===== config.mk =====
export PLATFORM = sky130hd
export DESIGN_NAME = hazard_sched
export DESIGN_NICKNAME = d
export VERILOG_FILES = /design/src/rtl/hazard_sched_pkg.sv /design/src/rtl/sat_counter.sv /design/src/rtl/hazard_sched.sv
export SDC_FILE = /design/constraint.sdc
export NUM_CORES = 1
export LEC_CHECK = 0
export ABC_CLOCK_PERIOD_IN_PS = 4690
export CORE_MARGIN = 4
export CORE_UTILIZATION = 50
export CTS_BUF_LIST = sky130_fd_sc_hd__clkbuf_4 sky130_fd_sc_hd__clkbuf_8 sky130_fd_sc_hd__clkbuf_16
export DETAILED_ROUTE_END_ITERATION = 10
export PLACE_DENSITY = 0.79
export SLEW_MARGIN = 20
export SYNTH_ARGS = -nofsm -noshare
export SYNTH_HDL_FRONTEND = slang
export SYNTH_HIERARCHICAL = 1
export SYNTH_SLANG_ARGS = --single-unit
export TNS_END_PERCENT = 20

===== constraint.sdc =====
create_clock -name clk -period 4.69 [get_ports clk]
set_clock_uncertainty 0.15 [all_clocks]
set_input_delay 1.407 -clock clk [delete_from_list [all_inputs] [get_ports clk]]
set_output_delay 1.407 -clock clk [all_outputs]
set_load 0.05 [all_outputs]

===== src/rtl/hazard_sched_pkg.sv =====
// Shared types and constants for the pipeline hazard scheduler.
// Forward-select encodings, load opcode and the shadow-entry layout.
package hazard_sched_pkg;

    localparam int SH_AW = 5;

    localparam logic [1:0] FWD_RF    = 2'b00;
    localparam logic [1:0] FWD_EXMEM = 2'b01;
    localparam logic [1:0] FWD_MEMWB = 2'b10;

    localparam logic [6:0] OPC_LOAD = 7'b0000011;

    typedef struct packed {
        logic             v;
        logic [SH_AW-1:0] rd;
        logic             we;
        logic             ld;
    } shadow_t;

    function automatic logic is_producer(
        input logic             v,
        input logic             we,
        input logic [SH_AW-1:0] rd
    );
        return v && we && (rd != '0);
    endfunction

endpackage


===== src/rtl/sat_counter.sv =====
// Saturating up-counter used for the stall and flush statistics.
// Sticks at all-ones instead of wrapping.
module sat_counter #(
    parameter int CNT_W = 16
) (
    input  logic             clk,
    input  logic             rst,
    input  logic             inc,
    output logic [CNT_W-1:0] count
);

    always_ff @(posedge clk or posedge rst) begin
        if (rst) begin
            count <= '0;
        end else if (inc && (count != '1)) begin
            count <= count + CNT_W'(1);
        end
    end

endmodule


===== src/rtl/hazard_sched.sv =====
// Hazard scheduler beside decode: tracks in-flight destinations,
// sequences stall/bubble/flush/freeze and registers EX forward selects.
module hazard_sched
    import hazard_sched_pkg::*;
#(
    parameter int CNT_W  = 16,
    parameter int REG_AW = SH_AW
) (
    input  logic              clk,
    input  logic              rst,
    input  logic              id_valid,
    input  logic [REG_AW-1:0] id_rs1,
    input  logic [REG_AW-1:0] id_rs2,
    input  logic              id_rs1_need,
    input  logic              id_rs2_need,
    input  logic [REG_AW-1:0] id_rd,
    input  logic              id_reg_we,
    input  logic              id_is_load,
    input  logic              ex_redirect,
    input  logic              mem_ready,
    output logic              pc_stall,
    output logic              if_id_stall,
    output logic              if_id_flush,
    output logic              id_ex_bubble,
    output logic              pipe_freeze,
    output logic [1:0]        fwd_a,
    output logic [1:0]        fwd_b,
    output logic [CNT_W-1:0]  stall_cnt,
    output logic [CNT_W-1:0]  flush_cnt
);

    shadow_t ex_q, mem_q, wb_q;
    shadow_t ex_n, mem_n, wb_n;
    logic [1:0] fwd_a_q, fwd_b_q, fwd_a_n, fwd_b_n;
    logic use1, use2, ex_prod, mem_prod, lu;
    logic stall_inc, flush_inc;

    // WB results reach decode through the regfile write-through,
    // so the WB entry and MEM load flag are tracked but never consulted.
    logic unused_shadow;
    assign unused_shadow = ^{wb_q, mem_q.ld};

    assign use1 = id_valid && id_rs1_need && (id_rs1 != '0);
    assign use2 = id_valid && id_rs2_need && (id_rs2 != '0);

    assign ex_prod  = is_producer(ex_q.v, ex_q.we, ex_q.rd);
    assign mem_prod = is_producer(mem_q.v, mem_q.we, mem_q.rd);

    assign lu = ex_prod && ex_q.ld &&
                ((use1 && (id_rs1 == ex_q.rd)) ||
                 (use2 && (id_rs2 == ex_q.rd)));

    function automatic logic [1:0] fwd_sel(
        input logic              use_r,
        input logic [REG_AW-1:0] rs
    );
        if (use_r && ex_prod && (rs == ex_q.rd))
            return FWD_EXMEM;
        else if (use_r && mem_prod && (rs == mem_q.rd))
            return FWD_MEMWB;
        else
            return FWD_RF;
    endfunction

    always_comb begin
        pc_stall     = 1'b0;
        if_id_stall  = 1'b0;
        if_id_flush  = 1'b0;
        id_ex_bubble = 1'b0;
        pipe_freeze  = 1'b0;
        stall_inc    = 1'b0;
        flush_inc    = 1'b0;
        ex_n         = ex_q;
        mem_n        = mem_q;
        wb_n         = wb_q;
        fwd_a_n      = fwd_a_q;
        fwd_b_n      = fwd_b_q;
        if (rst) begin
            ex_n = ex_q;
        end else if (!mem_ready) begin
            pipe_freeze = 1'b1;
            pc_stall    = 1'b1;
            if_id_stall = 1'b1;
        end else if (ex_redirect) begin
            if_id_flush  = 1'b1;
            id_ex_bubble = 1'b1;
            flush_inc    = 1'b1;
            wb_n         = mem_q;
            mem_n        = ex_q;
            ex_n         = '0;
            fwd_a_n      = FWD_RF;
            fwd_b_n      = FWD_RF;
        end else if (lu) begin
            pc_stall     = 1'b1;
            if_id_stall  = 1'b1;
            id_ex_bubble = 1'b1;
            stall_inc    = 1'b1;
            wb_n         = mem_q;
            mem_n        = ex_q;
            ex_n         = '0;
            fwd_a_n      = FWD_RF;
            fwd_b_n      = FWD_RF;
        end else begin
            wb_n    = mem_q;
            mem_n   = ex_q;
            ex_n    = '{v: id_valid, rd: id_rd, we: id_reg_we, ld: id_is_load};
            fwd_a_n = fwd_sel(use1, id_rs1);
            fwd_b_n = fwd_sel(use2, id_rs2);
        end
    end

    always_ff @(posedge clk or posedge rst) begin
        if (rst) begin
            ex_q    <= '0;
            mem_q   <= '0;
            wb_q    <= '0;
            fwd_a_q <= FWD_RF;
            fwd_b_q <= FWD_RF;
        end else begin
            ex_q    <= ex_n;
            mem_q   <= mem_n;
            wb_q    <= wb_n;
            fwd_a_q <= fwd_a_n;
            fwd_b_q <= fwd_b_n;
        end
    end

    assign fwd_a = fwd_a_q;
    assign fwd_b = fwd_b_q;

    sat_counter #(.CNT_W(CNT_W)) u_stall_cnt (
        .clk   (clk),
        .rst   (rst),
        .inc   (stall_inc),
        .count (stall_cnt)
    );

    sat_counter #(.CNT_W(CNT_W)) u_flush_cnt (
        .clk   (clk),
        .rst   (rst),
        .inc   (flush_inc),
        .count (flush_cnt)
    );

endmodule


# Word-level counts from Yosys, hierarchy flattened
# Cells that the tools add are included.
[totals] wordCells=72 inputBits=24 output_inout_bits=41 ff_bits=51
[classes] reduce_logical=28 n_mux=24 eq_ne=6 bitwise=1 add_sub_neg=2
[ops] operator="adder 16 x 1 -> 16 bit (second input constant)" count=2
[ops] operator="inequality test 16 bit (second input constant)" count=2
[ops] operator="logical AND 1 bit" count=22
[ops] operator="equality test 5 bit" count=4
[ops] operator="nonzero test 5 bit" count=4
[ops] operator="2-to-1 mux 2 bit" count=8
[ops] operator="2-to-1 mux 8 bit" count=2
[ops] operator="2-to-1 mux 1 bit" count=14
[ops] operator="AND reduction 2 bit" count=1
[ops] operator="logical OR 1 bit" count=1
[ops] operator="inverter 1 bit" count=1

# Depth between registers and ports, before layout
# Gate-level depths: netlist of run 1.
[logic_depth] word_depth=10 depth_mapped=10 mapped_depth_nobuf=9

# By module
# The synthesis of run 1 kept the hierarchy.
[modules_own_cells] module="sat_counter" instances=2 cells_each=71 area_per_inst_um2=805.8 seq_area_each_um2=400.4
[modules_own_cells] module="hazard_sched" instances=1 cells_each=102 area_per_inst_um2=1096.1 seq_area_each_um2=475.5

# Least setup slack after synthesis of run 1
# Ideal clock, no wire load.
[synth_path] path_kind="input -> output" from="input port id_rs2[2]" to="output port pc_stall" slack_ps=-331 arrival_time_ps=3464 path_buffers=2 path_stages=7 t_required_ps=3133 path_cell_list="xor2_1 nor2_1 nand4b_1 a211o_2 buf_6 o22ai_1 buf_4"
[synth_between] elab_chain_cells=9 word_cells_on_any_way=10 cone_classes="1 x eq/ne; 4 x mux; 5 x reduce/logical"
[synth_lines] item="from (decl)" line="hazard_sched.sv:13" rtl="input logic [REG_AW-1:0] id_rs2,"
[synth_lines] item="nonzero test 5 bit" line="hazard_sched.sv:44" rtl="assign use2 = id_valid && id_rs2_need && (id_rs2 != '0);"
[synth_lines] item="logical AND 1 bit" line="hazard_sched.sv:44"
[synth_lines] item="logical AND 1 bit *" line="hazard_sched.sv:51" rtl="(use2 && (id_rs2 == ex_q.rd)));"
[synth_lines] item="logical OR 1 bit *" line="hazard_sched.sv:50" rtl="((use1 && (id_rs1 == ex_q.rd)) ||"
[synth_lines] item="logical AND 1 bit *" line="hazard_sched.sv:49" rtl="assign lu = ex_prod && ex_q.ld &&"
[synth_lines] item="2-to-1 mux 1 bit * (4 in series)"
[synth_lines] item="to (decl)" line="hazard_sched.sv:21" rtl="output logic pc_stall,"
# Every way passes the cells marked *; elsewhere a longest branch is shown, timed or not.

# Worst setup path in the final report of run 1
[layout_path] from="input port id_rs1[2]" to="output port pc_stall"
[layout_between] elab_chain_cells=9 word_cells_on_any_way=10 cone_classes="1 x eq/ne; 4 x mux; 5 x reduce/logical"
[layout_lines] item="from (decl)" line="hazard_sched.sv:12" rtl="input logic [REG_AW-1:0] id_rs1,"
[layout_lines] item="nonzero test 5 bit" line="hazard_sched.sv:43" rtl="assign use1 = id_valid && id_rs1_need && (id_rs1 != '0);"
[layout_lines] item="logical AND 1 bit" line="hazard_sched.sv:43"
[layout_lines] item="logical AND 1 bit *" line="hazard_sched.sv:50"
[layout_lines] item="logical OR 1 bit *" line="hazard_sched.sv:50"
[layout_lines] item="logical AND 1 bit *" line="hazard_sched.sv:49"
[layout_lines] item="2-to-1 mux 1 bit *" line="hazard_sched.sv:93" rtl="end else if (lu) begin"
[layout_lines] item="2-to-1 mux 1 bit *" line="hazard_sched.sv:84" rtl="end else if (ex_redirect) begin"
[layout_lines] item="2-to-1 mux 1 bit *" line="hazard_sched.sv:80" rtl="end else if (!mem_ready) begin"
[layout_lines] item="2-to-1 mux 1 bit *" line="hazard_sched.sv:78" rtl="if (rst) begin"
# Marked as above.

==> impl_metrics.yaml, run 1 <==
run_status:
  outcome: "completed"
yosys:
  synth_edf_count: 0
  synth_ff_type: "dfrtp_1"
  avgSynthCellArea_sq_um: 11.10
  synth.distinct_cells: 37
  ys_ff_latch: 51
  syn_nets: 270
  yosysSeqAreaShare_pct: 47.13
  synth_cells: 244
  syn_area_sq_mm: 0.002708
  ys_async_sr_fraction_pct: 100.0
  yosys_warnings: 6
finish:
  final_nets: 382
  final_common_cell: "dfrtp_1"
  drive_gt1_share_pct: 24.09
  final_cell_mix: "dfrtp_1 (51), clkdlybuf4s50_1 (47), buf_4 (46)"
  area_delta_synth_final_pct: 44.41
  fillers: 362
  seqCellArea_sq_mm: 0.001276
  post-route-cell-area_sq_mm: 0.003910
  n_antenna_cell: 0
  final_core_utilization_pct: 75.59
  multi_input_area_sq_mm: 0.001400
worst_setup_path:
  crit_start: "id_rs1[2]"
  worst_setup_path_end_kind: "output port"
  rr_startpoint: "ex_q[3]"
  critPathRequiredTime_ns: 3.13
  crit_arrival_ns: 3.10
  path_class: "in2out"
  start_kind: "input port"
  path_max_fanout: 5
worst_hold_path:
  hold_path_class: "reg2reg"
  worstHoldStart: "fwd_b[0]"
floorplan:
  coreArea_sq_mm: 0.005172
  io_pins: 65
  rows: 26
  start_util_pct: 52.35
  die_h_microns: 81.59
  die_w_microns: 81.59
  dieArea_sq_mm: 0.006656
grt:
  gr-total-overflow: 0
  grt_pass1_wl_microns: 11560
  antenna_found_initial: 0
  grtUsageTotal_pct: 22.72
  grt_pass1_vias: 2464
  grt_max_degree: 20
cts:
  cts.clk_slew.worst_paths_ns: 0.09
  cts_tree: "built"
  clock_path_buffers: 2
  clock_sinks: 51
  cts-root-buf: "clkbuf_8"
  clock_latency_ns: 0.30
  htreeDepth: 2
  cts_buffers: 5
placement:
  gp_congestion: 0.9396
  postPlaceCellArea_sq_mm: 0.003577
  numPortBuffers: 64
  dp_hpwl_microns: 4837
sta:
  clock.fmax_mhz: 214.6
  max_slew_margin_pct: 59.41
  finalMaxSlewViolations: 0
  tightest_slew_ns: 0.6081
  hold_viol: 0
  setup_violations: 0
  finalCritPeriodShare_pct: 99.35
  fin_crit_ns: 4.660
routing:
  drt_iter0_markers: 91
  wl_microns: 7303
  wl_per_cell_microns: 17.10
  ant_nets: 0
  drt_pass1_iterations: 4
  viasPerCell: 5.588
  drc: 0
  vias: 2386
flow_run:
  cap_violations: 0
power_and_ir_drop:
  p_per_area_mw_per_mm2: 292.1
  power_mw: 1.142
  peakVddDrop_mv: 0.3401
  p_leak_nw: 1.800
[through the flow]
stage	setup TNS [ns]	setup slack, ns	hold WS (ns)	cells
2_1_floorplan	0	0.04362	0.3296	244
4_1_cts	0	0.01685	0.3442	424
6_report	0	0.03028	0.3444	427
3_3_place_gp	-0.2951	-0.1040	0.3113	395
3_5_place_dp	-0.3582	-0.1334	0.3234	395
5_1_grt	-0.02193	-0.01524	0.3745	427
[synthesized netlist by cell type, types with 3 or more instances]
cell	n	share of area, %
dfrtp_1	51	47
xnor2_1	30	9.7
nand3_1	18	3.3
nand2_1	15	2.1
nor2_1	13	1.8
xor2_1	12	3.9
mux2_2	11	4.6
a32o_1	10	3.7
nand4_1	10	2.3
and3_1	8	1.8
inv_1	7	0.97
and4_1	6	1.9
a21oi_1	5	0.92
o21a_1	4	1.1
or4_1	4	1.1
clkbuf_1	3	0.42
nand2b_1	3	0.69
o211ai_1	3	0.83
[where the power goes]
group | internal, mW | total (mW) | switching (mW)
Combinational | 0.140 | 0.307 | 0.168
Sequential | 0.477 | 0.533 | 0.0558
Clock | 0.159 | 0.302 | 0.143
[path summary, 6_finish.rpt]
path	slack, ns	cells past startpoint	end
max in group asynchronous	2.46	2	u_stall_cnt/count[15]
min in group asynchronous	1.51	3	fwd_a[1]
min	0.34	2	fwd_b[0]
min reg2reg	0.34	2	fwd_b[0]
max reg2reg	1.54	10	u_stall_cnt/count[14]
max	0.03	8	pc_stall
[critical path, stage by stage]
cell and delay, ns:
dlygate4sd2_1 0.24, buf_4 0.14, xor2_1 0.14, nor2_1 0.15, nand4b_1 0.22, a211o_4 0.43
o22ai_4 0.18, buf_6 0.19
[metal layers]
metal / GRT usage (%) / share of wire [%] / vias up
li1: - / - / 1127
met1: 29.62 / 43 / 1174
met2: 37.05 / 50 / 72
met3: 5.044 / 4.8 / 13
met4: 8.638 / 2.3 / 0
met5: 0 / 0 / -
[layout make-up]
| type | instances | area share, % |
|---|---|---|
| clock inverters | 3 | 1.120 |
| clock buffers | 5 | 1.760 |
| multi-input cells | 181 | 35.81 |
| repair buffers | 110 | 25.76 |
| well taps | 70 | 2.240 |
| inverters | 7 | 0.6720 |
| flip-flops and latches | 51 | 32.64 |
[state kept, by name (all words and copies together), names as in the netlist]
name               cells
ex_q                   8
fwd_a                  2
fwd_b                  2
mem_q                  7
u_flush_cnt/count     16
u_stall_cnt/count     16
[cells by family after synthesis]
family | share of synthesized area, %
and+or+nand+nor | 22.92
DFF | 47.13
xor gates and xnor gates | 13.59
AOI/OAI and AO/OA | 8.041
muxes | 5.314
buffers and inverters | 2.080
adders and majority gates | 0.9241
[timing repair]
item                       CTS  global route
pin swaps                    7            11
hold buffers                 0             0
setup buffers               21             3
gates resized for setup     13            11
setup endpoints to repair    3             3
Note: power is estimated with default switching activity, not from simulation.
==> inputs of run 2 (changes only) <==
--- a/config.mk
+++ b/config.mk
@@ -7,10 +7,10 @@
 export LEC_CHECK = 0
 export ABC_CLOCK_PERIOD_IN_PS = 4690
 export CORE_MARGIN = 4
-export CORE_UTILIZATION = 50
+export CORE_UTILIZATION = 47
 export CTS_BUF_LIST = sky130_fd_sc_hd__clkbuf_4 sky130_fd_sc_hd__clkbuf_8 sky130_fd_sc_hd__clkbuf_16
 export DETAILED_ROUTE_END_ITERATION = 10
-export PLACE_DENSITY = 0.79
+export PLACE_DENSITY = 0.75
 export SLEW_MARGIN = 20
 export SYNTH_ARGS = -nofsm -noshare
 export SYNTH_HDL_FRONTEND = slang
==> run 2 against run 1 <==
Effect of this change: clock-buffer cell count increased by 1; cell area up 0.83%; non-clock buffer count unchanged; critical path depth down 1; register-to-register slack worse by 0.03 ns; global-route usage is 1.8 points lower; critical path type unchanged.
==> impl_metrics.yaml, run 2 (synthesis gave the netlist of run 1 again) <==
routing:
  drt_iter0_markers: 105
  ant_nets: 0
  wl_per_cell_microns: 17.18
  drc: 0
  drt_pass1_iterations: 4
  vias: 2427
  viasPerCell: 5.657
  wl_microns: 7371
grt:
  grt_pass1_wl_microns: 12110
  grt_pass1_vias: 2512
  antenna_found_initial: 0
  grtUsageTotal_pct: 20.89
  grt_max_degree: 23
  gr-total-overflow: 0
power_and_ir_drop:
  peakVddDrop_mv: 0.4333
  p_leak_nw: 1.820
  p_per_area_mw_per_mm2: 305.7
finish:
  drive_gt1_share_pct: 24.37
  final_common_cell: "dfrtp_1"
  area_delta_synth_final_pct: 45.61
  final_core_utilization_pct: 71.16
  largestRegisters: "u_flush_cnt/count (16), u_stall_cnt/count (16), ex_q (8)"
  n_antenna_cell: 0
  final_cell_mix: "dfrtp_1 (51), clkdlybuf4s50_1 (48), buf_4 (47)"
  final_cells: 429
  final_nets: 382
worst_setup_path:
  crit_start: "id_rs1[2]"
  path_class: "in2out"
  cp_slowest_cell: "or4_4"
  slowest_delay_ns: 0.51
  worstPathCellList: "dlygate4sd2_1 > or4_4 > o211ai_1 > nand4b_1 > a211o_4 > o22ai_4 > buf_6"
  critPathRequiredTime_ns: 3.13
  start_kind: "input port"
  crit_arrival_ns: 3.10
  rr_startpoint: "ex_q[3]"
  path_max_fanout: 3
  worst_setup_path_end_kind: "output port"
floorplan:
  rows: 27
  die_h_microns: 83.90
  coreArea_sq_mm: 0.005540
  io_pins: 65
  die_w_microns: 83.90
  dieArea_sq_mm: 0.007039
  start_util_pct: 48.87
flow_run:
  cap_violations: 0
cts:
  htreeDepth: 2
  cts_tree: "built"
  cts_hold_buffers: 0
  cts_buffers: 5
  clock_sinks: 51
  clock_latency_ns: 0.30
  cts.clk_slew.worst_paths_ns: 0.09
  clock_path_buffers: 2
  cts-root-buf: "clkbuf_8"
sta:
  finalMaxSlewViolations: 0
  rsz0062_at_grt: "false"
  setup_tns_ns: 0
  clock.fmax_mhz: 214.6
  fin_crit_ns: 4.659
  setup_violations: 0
  max_slew_margin_pct: 59.00
  hold_viol: 0
  finalCritPeriodShare_pct: 99.34
  tightest_slew_ns: 0.6143
placement:
  dp_hpwl_microns: 4799
  place_inst: 391
  gp_congestion: 0.8593
  numPortBuffers: 64
worst_hold_path:
  hold_path_class: "reg2reg"
  worstHoldStart: "fwd_a[0]"
run_status:
  outcome: "completed"
[run 2: cell count changes in the layout (fill, tap and decap cells not counted), sizes merged]
| cell | previous run | this run |
|---|---|---|
| clkdlybuf4s50 | 47 | 48 |
| clkdlybuf4s15 | 2 | 0 |
| clkinv | 2 | 0 |
| dlygate4sd2 | 4 | 5 |
| dlymetal6s2s | 5 | 6 |
| bufinv | 1 | 2 |
[run 2: metal layers]
metal	track usage [%]	vias to the layer above	wire length, microns	part of all wire, %
li1	-	1126	-	-
met1	27.86	1197	3134	43
met2	34.71	88	3762	51
met3	3.258	16	350	4.7
met4	6.871	0	124	1.7
met5	0	-	0	0
[run 2: per-stage QoR]
step	cell area (sq um)	power, mW	setup slack, ns	hold slack (ns)
4_1_cts	3897	1.199	0.001411	0.3524
6_report	3943	1.205	0.03080	0.3479
3_5_place_dp	3535	0.8120	-0.09229	0.3336
2_1_floorplan	2714	0.7028	0.04362	0.3296
5_1_grt	3943	1.260	0.004262	0.3568
3_3_place_gp	3535	0.8073	-0.05187	0.3286
[run 2: worst max-delay path, delay by kind of cell]
family                 cells  cell delay [ns]
AND/OR/NAND/NOR            2             0.74
buffers and inverters      2             0.40
AO/OA/AOI/OAI              3             0.54
[run 2: where the power goes]
group / total, mW / internal, mW / switching, mW
registers: 0.532 / 0.477 / 0.0554
clock network: 0.361 / 0.219 / 0.142
logic: 0.311 / 0.142 / 0.169
total: 1.21 / 0.838 / 0.367
[run 2: path summary, 6_finish.rpt]
kind / endpoint / slack, ns / cells past startpoint
setup / recovery: if_id_stall / 0.03 / 7
hold / removal: fwd_a[0] / 0.35 / 2
setup reg to reg: u_stall_cnt/count[14] / 1.51 / 10
hold reg to reg: fwd_a[0] / 0.35 / 2
max in group asynchronous: u_flush_cnt/count[6] / 2.46 / 2
min in group asynchronous: ex_q[1] / 1.50 / 3
[run 2: area by class of cell]
type / instances / area [sq um]
multi-input combinational: 181 / 1408
tap: 72 / 90.09
clock buffer: 6 / 76.32
fill: 400 / 1598
clock inverter: 2 / 60.06
timing repair buffer: 110 / 1006
inverter: 7 / 26.28
sequential: 51 / 1276
[run 2: timing repair]
item                                   in CTS  in global routing
pin swaps                                   7                  9
gates resized for setup                    11                  8
buffers inserted                           27                  3
setup endpoints to repair                   3                  3
endpoints found under the hold margin       0                  0
==> inputs of run 3 (changes only) <==
--- a/config.mk
+++ b/config.mk
@@ -6,7 +6,7 @@
 export NUM_CORES = 1
 export LEC_CHECK = 0
 export ABC_CLOCK_PERIOD_IN_PS = 4690
-export CORE_MARGIN = 4
+export CORE_MARGIN = 3
 export CORE_UTILIZATION = 47
 export CTS_BUF_LIST = sky130_fd_sc_hd__clkbuf_4 sky130_fd_sc_hd__clkbuf_8 sky130_fd_sc_hd__clkbuf_16
 export DETAILED_ROUTE_END_ITERATION = 10
==> run 3 against run 2 <==
Effect of this change: core utilization fell by 5.0 points; fmax hardly changed; clock power shrank 31%; critical endpoint is now id_ex_bubble; routed wire length decreased by 14%; cell count decreased by 6.5%.
==> impl_metrics.yaml, run 3 (synthesis gave the netlist of run 1 again) <==
run_status:
  outcome: "completed"
cts:
  cts_hold_buffers: 0
  cts_buffers: 5
  clock_path_buffers: 2
  clock_sinks: 51
  cts-root-buf: "clkbuf_8"
  clock_latency_ns: 0.29
  cts.clk_slew.worst_paths_ns: 0.09
  cts_tree: "built"
  htreeDepth: 2
placement:
  place_inst: 390
  numPortBuffers: 64
  dp_hpwl_microns: 4713
  gp_congestion: 0.8757
finish:
  final_nets: 355
  final_common_cell: "dfrtp_1"
  final_core_utilization_pct: 66.19
  multi_input_area_sq_mm: 0.001400
  n_antenna_cell: 0
  seqCellArea_sq_mm: 0.001276
  final_cells: 401
  fillers: 460
  area_delta_synth_final_pct: 35.44
  final_cell_mix: "dfrtp_1 (51), clkdlybuf4s50_1 (50), xnor2_1 (30)"
  drive_gt1_share_pct: 17.33
  largestRegisters: "u_flush_cnt/count (16), u_stall_cnt/count (16), ex_q (8)"
worst_setup_path:
  critPathRequiredTime_ns: 3.13
  path_max_fanout: 3
  start_kind: "input port"
  worst_setup_path_end_kind: "output port"
  path_class: "in2out"
  crit_arrival_ns: 3.10
routing:
  drt_iter0_markers: 110
  vias: 2242
  viasPerCell: 5.591
  wl_microns: 6311
  wl_per_cell_microns: 15.74
  drc: 0
  drt_pass1_iterations: 4
  ant_nets: 0
power_and_ir_drop:
  p_leak_nw: 1.626
  peakVddDrop_mv: 0.3528
  p_per_area_mw_per_mm2: 286.8
grt:
  antenna_found_initial: 0
  gr-total-overflow: 0
  grtUsageTotal_pct: 19.78
  grt_max_degree: 23
  grt_pass1_vias: 2228
  grt_pass1_wl_microns: 10360
sta:
  hold_ws_ns: 0.3417
  max_slew_margin_pct: 59.04
  rsz0062_at_grt: "false"
  finalMaxSlewViolations: 0
  finalCritPeriodShare_pct: 99.37
  fin_crit_ns: 4.660
  tightest_slew_ns: 0.6137
  clock.fmax_mhz: 214.6
  setup_violations: 0
  hold_viol: 0
floorplan:
  start_util_pct: 48.87
  coreArea_sq_mm: 0.005540
  die_w_microns: 81.90
  rows: 27
  dieArea_sq_mm: 0.006708
  die_h_microns: 81.90
  io_pins: 65
flow_run:
  cap_violations: 0
worst_hold_path:
  hold_path_class: "reg2reg"
## run 3: changes by cell type in the layout (fill, tap and decap cells not counted), sizes merged
cell	before	now
clkdlybuf4s50	48	50
dlygate4sd2	5	8
dlymetal6s2s	6	1
buf	51	24
clkinv	0	1
bufinv	2	0
## run 3: layout make-up
| type | count | share of cell area (%) |
|---|---|---|
| multi-input combinational | 181 | 38.18 |
| sequential | 51 | 34.80 |
| timing repair buffer | 83 | 21.46 |
| tap | 72 | 2.456 |
| clock buffer | 6 | 2.252 |
| inverter | 7 | 0.7165 |
| clock inverter | 1 | 0.1365 |
## run 3: metal layers
metal	track usage (%)	part of all wire [%]
met1	26.37	46
met3	4.057	4.0
met5	0	0
met2	33.20	50
met4	4.319	0.46
## run 3: worst paths after layout
check,cells after the start,endpoint,slack [ns],start
min reg2reg,2,fwd_a[0],0.34,fwd_a[0]
min in group asynchronous,3,fwd_a[0],1.53,rst
min,2,fwd_a[0],0.34,fwd_a[0]
max in group asynchronous,2,u_stall_cnt/count[8],2.43,rst
max reg2reg,10,u_stall_cnt/count[14],1.58,ex_q[6]
max,7,id_ex_bubble,0.03,id_rs2[0]
## run 3: timing repair
action | 4_1_cts | 5_1_grt
setup endpoints to repair | 3 | 3
gates resized for setup | 14 | 1
endpoints found under the hold margin | 0 | 0
gates cloned | 0 | 0
buffers inserted | 2 | 2
pin swaps | 9 | 3
## run 3: power breakdown
group          total, mW  internal (mW)  switching, mW  leakage [nW]
sequential         0.530          0.477         0.0526         0.691
combinational      0.273          0.117          0.156         0.887
clock              0.250          0.116          0.134        0.0470
## run 3: critical path: stages
cell and delay [ns]:
clkdlybuf4s50_1 0.49, xor2_1 0.17, nor2_1 0.14, nand4b_1 0.17, a211o_4 0.41, a21oi_2 0.15, buf_6 0.17
## run 3: through the flow
step | power, mW | setup WS (ns) | cell area [sq um] | setup TNS, ns
final | 1.052 | 0.02955 | 3667 | 0
after CTS | 1.061 | 0.02095 | 3650 | 0
after detailed placement | 0.8090 | -0.1191 | 3527 | -0.3370
after global routing | 1.105 | 0.005904 | 3667 | 0
after global placement | 0.8068 | -0.05237 | 3527 | -0.1335
after floorplan | 0.7028 | 0.04362 | 2714 | 0
